**config.mk**
```make
export PLATFORM = sky130hd
export DESIGN_NAME = byte_unit
export DESIGN_NICKNAME = d
export VERILOG_FILES = /design/src/rtl/byte_unit.sv
export SDC_FILE = /design/constraint.sdc
export NUM_CORES = 1
export LEC_CHECK = 0
export BUFFER_PORTS_ARGS = -buffer_cell sky130_fd_sc_hd__clkbuf_2
export CORE_MARGIN = 1.5
export CORE_UTILIZATION = 32
export CTS_CLUSTER_SIZE = 25
export DETAILED_ROUTE_END_ITERATION = 7
export GPL_TIMING_DRIVEN = 0
export PLACE_DENSITY = 0.6
export SKIP_LAST_GASP = 1
export SLEW_MARGIN = 20
export SYNTH_ARGS = -nofsm -noshare
export SYNTH_HDL_FRONTEND = slang
export SYNTH_SLANG_ARGS = --single-unit
```
**constraint.sdc**
```tcl
create_clock -name clk -period 1.2 [get_ports clk]
set_input_delay 0.18 -clock clk [delete_from_list [all_inputs] [get_ports clk]]
set_output_delay 0.18 -clock clk [all_outputs]
set_load 0.005 [all_outputs]
```
**src/rtl/byte_unit.sv**
```systemverilog
// byte_unit: load-data formatting for the RV32I memory/writeback path.
//
// Takes a raw word and extracts a byte, halfword or full word from its
// least-significant bits. The field is sign- or zero-extended according to
// sel. The result comes out of a register one clock after sampling.
//
// Ports:
//   clk       in   1           system clock, rising edge active
//   rst       in   1           asynchronous active-high reset, clears out_data
//   in_data   in   DATA_WIDTH  raw data word (field taken from the low bits)
//   sel       in   2           00 = LB, 01 = LH, 10 = LW, 11 = LBU
//   out_data  out  DATA_WIDTH  formatted, extended result (registered)
//
// There is no handshake. A new sel/in_data pair is accepted on every rising
// edge, and out_data reflects the pair sampled one edge earlier.
module byte_unit #(
  parameter int DATA_WIDTH = 32
) (
  input  logic                  clk,
  input  logic                  rst,
  input  logic [DATA_WIDTH-1:0] in_data,
  input  logic [1:0]            sel,
  output logic [DATA_WIDTH-1:0] out_data
);

  // The extension widths below are written for a 32-bit word only.
  if (DATA_WIDTH != 32) begin : g_bad_width
    $error("byte_unit: only DATA_WIDTH = 32 is supported");
  end

  localparam logic [1:0] SEL_LB  = 2'b00;
  localparam logic [1:0] SEL_LH  = 2'b01;
  localparam logic [1:0] SEL_LW  = 2'b10;
  localparam logic [1:0] SEL_LBU = 2'b11;

  logic [DATA_WIDTH-1:0] next_data;

  // An X/Z on sel falls through to the default, so it gives zero in simulation.
  always_comb begin
    next_data = '0;
    case (sel)
      SEL_LB:  next_data = {{24{in_data[7]}}, in_data[7:0]};
      SEL_LH:  next_data = {{16{in_data[15]}}, in_data[15:0]};
      SEL_LW:  next_data = in_data;
      SEL_LBU: next_data = {24'b0, in_data[7:0]};
      default: next_data = '0;
    endcase
  end

  always_ff @(posedge clk or posedge rst) begin
    if (rst) begin
      out_data <= '0;
    end else begin
      out_data <= next_data;
    end
  end

endmodule

```
==> results.py <==
metrics = {
    "run_status": {
        "status": "finished, final reports clean",
    },
    "clock_network": {
        "cts_tree": "built",
        "clk_pin_slew_worst_paths_ns": 0.07,
        "cts-root-buf": "clkbuf_8",
        "cts_buffers": 5,
        "cts.sinks": 32,
        "cts.path.max_buffers": 2,
        "htree_levels": 2,
    },
    "drt": {
        "wl_per_cell_um": 12.71,
        "detail_route.iter0.violations": 72,
        "routed_wl_mm": 2.733,
        "via_count": 993,
        "drt_first_pass_iters": 4,
        "ant_nets": 0,
        "drc": 0,
        "via_per_inst": 4.619,
    },
    "timing": {
        "slew_violations": 0,
        "tightest_slew_ns": 0.6328,
        "fmax_mhz": 1067,
        "rsz0062_at_grt": "false",
        "setup_violations": 0,
        "slew_headroom_pct": 57.75,
        "hold_viol_final": 0,
        "period_share_pct": 78.08,
        "period_needed_ns": 0.9369,
    },
    "global_routing": {
        "grt_pass1_wl_mm": 4.374,
        "antenna_found_initial": 0,
        "met1_usage_pct": 15.01,
        "grt_start_max_net_pins": 33,
        "busiest_layer": "met2",
        "grt_remaining_overflow": 0,
        "grt_pass1_vias": 1025,
        "track_usage_pct": 13.52,
        "met2_usage_pct": 23.13,
        "met3_usage_pct": 5.236,
    },
    "hold_path": {
        "whs_path_depth": 1,
        "min_path_type": "input port to register",
        "whs_endpoint": "out_data[1]",
        "worstHoldStart": "in_data[1]",
    },
    "floorplan": {
        "rows": 22,
        "ios": 68,
        "start_util_pct": 34.27,
        "core_area_um2": 3771,
        "die_w_um": 66.56,
        "die_area_um2": 4430,
        "die_h_um": 66.56,
    },
    "finish": {
        "drive_above_1_share_pct": 50.30,
        "final.fill_count": 345,
        "reg_top3": "out_data x32",
        "post-route-util_pct": 47.74,
        "largest_register_ffs": 32,
        "diodes": 0,
        "final_nets": 202,
        "largest-register": "out_data",
        "syn2layout_area_growth_pct": 39.30,
        "stdcell_area_um2": 1800,
    },
    "setup_path": {
        "path_max_fanout": 32,
        "cp_slowest_stage_delay_ns": 0.53,
        "worstPathRequired_ns": 1.55,
        "critPathCaptureType": "asynchronous set/reset pin",
        "cp_cell_sequence": "dlygate4sd3_1 -> clkbuf_2 -> inv_2",
        "arrival_ns": 1.29,
        "start_kind": "input port",
        "cp_slowest_cell": "dlygate4sd3_1",
        "crit_family": "buffers and inverters",
        "critPathKind": "input port to asynchronous set/reset pin",
        "crit_buf_inv": 3,
    },
    "synth": {
        "ys_warn_count": 0,
        "synth_cells": 92,
        "yosys.area.top_type": "dfrtp_1",
        "synth_top_area_share_pct": 61.96,
        "synth_fp_nets": 128,
        "ys_ff_latch": 32,
        "synth_area_leaders": "dfrtp_1, mux2i_1, o2bb2ai_1",
        "yosysSeqAreaShare_pct": 61.96,
        "syn_area_per_cell_um2": 14.05,
        "syn_area_um2": 1292,
        "ys_types": 14,
    },
    "power_and_ir_drop": {
        "p_int_mw": 1.950,
        "seq_power_share_pct": 47.2,
        "p_sw_uw": 550.2,
        "swShare_pct": 22.01,
        "power_density_nw_per_um2": 1389,
        "p_comb_share_pct": 13.7,
        "p_clk_share_pct": 39.0,
        "vdd_ir_drop_max_mv": 0.6918,
        "cellLeakagePower_nw": 0.9771,
    },
    "placement": {
        "dpl-instance-area_um2": 1683,
        "dp_hpwl_mm": 2.099,
        "port_buffers": 66,
        "gp_congestion": 0.6809,
    },
    "job": {
        "cap_violations": 0,
    },
}
routing by layer:
layer	wire (um)	up-vias
li1	-	472
met1	1147	469
met5	0	-
met3	264	2
met2	1299	50
met4	21	0
power by group through the flow:
stage | Clock, mW | Sequential, mW | Combinational [mW]
3_5_place_dp | 0 | 1.20 | 0.348
4_1_cts | 0.998 | 1.18 | 0.351
3_3_place_gp | 0 | 1.20 | 0.336
2_1_floorplan | 0 | 1.21 | 0.156
6_report | 0.976 | 1.18 | 0.343
5_1_grt | 1.04 | 1.19 | 0.386
kinds of logic after synthesis:
group | count (synthesis) | share of synthesized area (%)
AND/OR/NAND/NOR | 2 | 2.033
flip-flops | 32 | 61.96
multiplexers | 24 | 18.59
buffers and inverters | 10 | 6.098
AO/OA/AOI/OAI | 24 | 11.33
Yosys cell counts:
cell type  instances
dfrtp_1           32
mux2i_1           24
o21ai_0           10
o21ai_1            7
o2bb2ai_1          7
buf_2              2
buf_4              2
buf_6              2
buf_8              1
clkbuf_2           1
clkbuf_4           1
inv_1              1
nand3b_4           1
nor2b_1            1
placed cells by master, fill, tap and decap left out:
master / synthesis / final
mux2i_1: 24 / 24
o21ai_0: 10 / 10
clkbuf_4: 1 / 1
buf_8: 1 / 1
buf_2: 2 / 2
dfrtp_1: 32 / 32
buf_6: 2 / 2
clkinv_2: 0 / 1
bufinv_16: 0 / 1
buf_4: 2 / 2
clkbuf_1: 0 / 1
dlygate4sd3_1: 0 / 1
clkbuf_8: 0 / 5
inv_2: 0 / 1
o2bb2ai_1: 7 / 7
nor2b_1: 1 / 1
nand3b_4: 1 / 1
o21ai_1: 7 / 7
clkbuf_2: 1 / 67
stage by stage:
step                      power (mW)  setup TNS [ns]  instances  setup slack, ns  hold slack (ns)
after global placement         1.537          -1.100        206         -0.03499           0.2913
after detailed placement       1.549               0        206           0.2644           0.2882
final                          2.500               0        215           0.2631          0.01098
after CTS                      2.531               0        215           0.2140         0.006136
after floorplan                1.369               0         92           0.3292           0.2114
after global routing           2.617               0        215           0.1030        0.0001278
cell type report:
class,instances,area [um2],share of cell area [%]
Buffer,9,75.07,4.170
Clock buffer,6,72.57,4.031
Clock inverter,2,35.03,1.946
Inverter,1,3.754,0.2085
Multi-Input combinational cell,50,412.9,22.93
Sequential cell,32,800.8,44.48
Tap cell,48,60.06,3.336
Timing Repair Buffer,67,340.3,18.90
worst max path at each step:
stage / start / endpoint / slack [ns] / cells after the start
finish: rst / out_data[22] / 0.26 / 3
global route: rst / out_data[22] / 0.10 / 3
CTS: rst / out_data[22] / 0.21 / 3
detailed placement: sel[1] / out_data[12] / 0.26 / 4
global placement: rst / out_data[30] / -0.03 / 2
floorplan: rst / out_data[0] / 0.33 / 1
repair_timing:
action,4_1_cts,5_1_grt
hold buffers,1,0
endpoints found under the hold margin,32,0
gates resized for setup,0,0
setup buffers,0,0
Power figures use the tool's default switching activity.
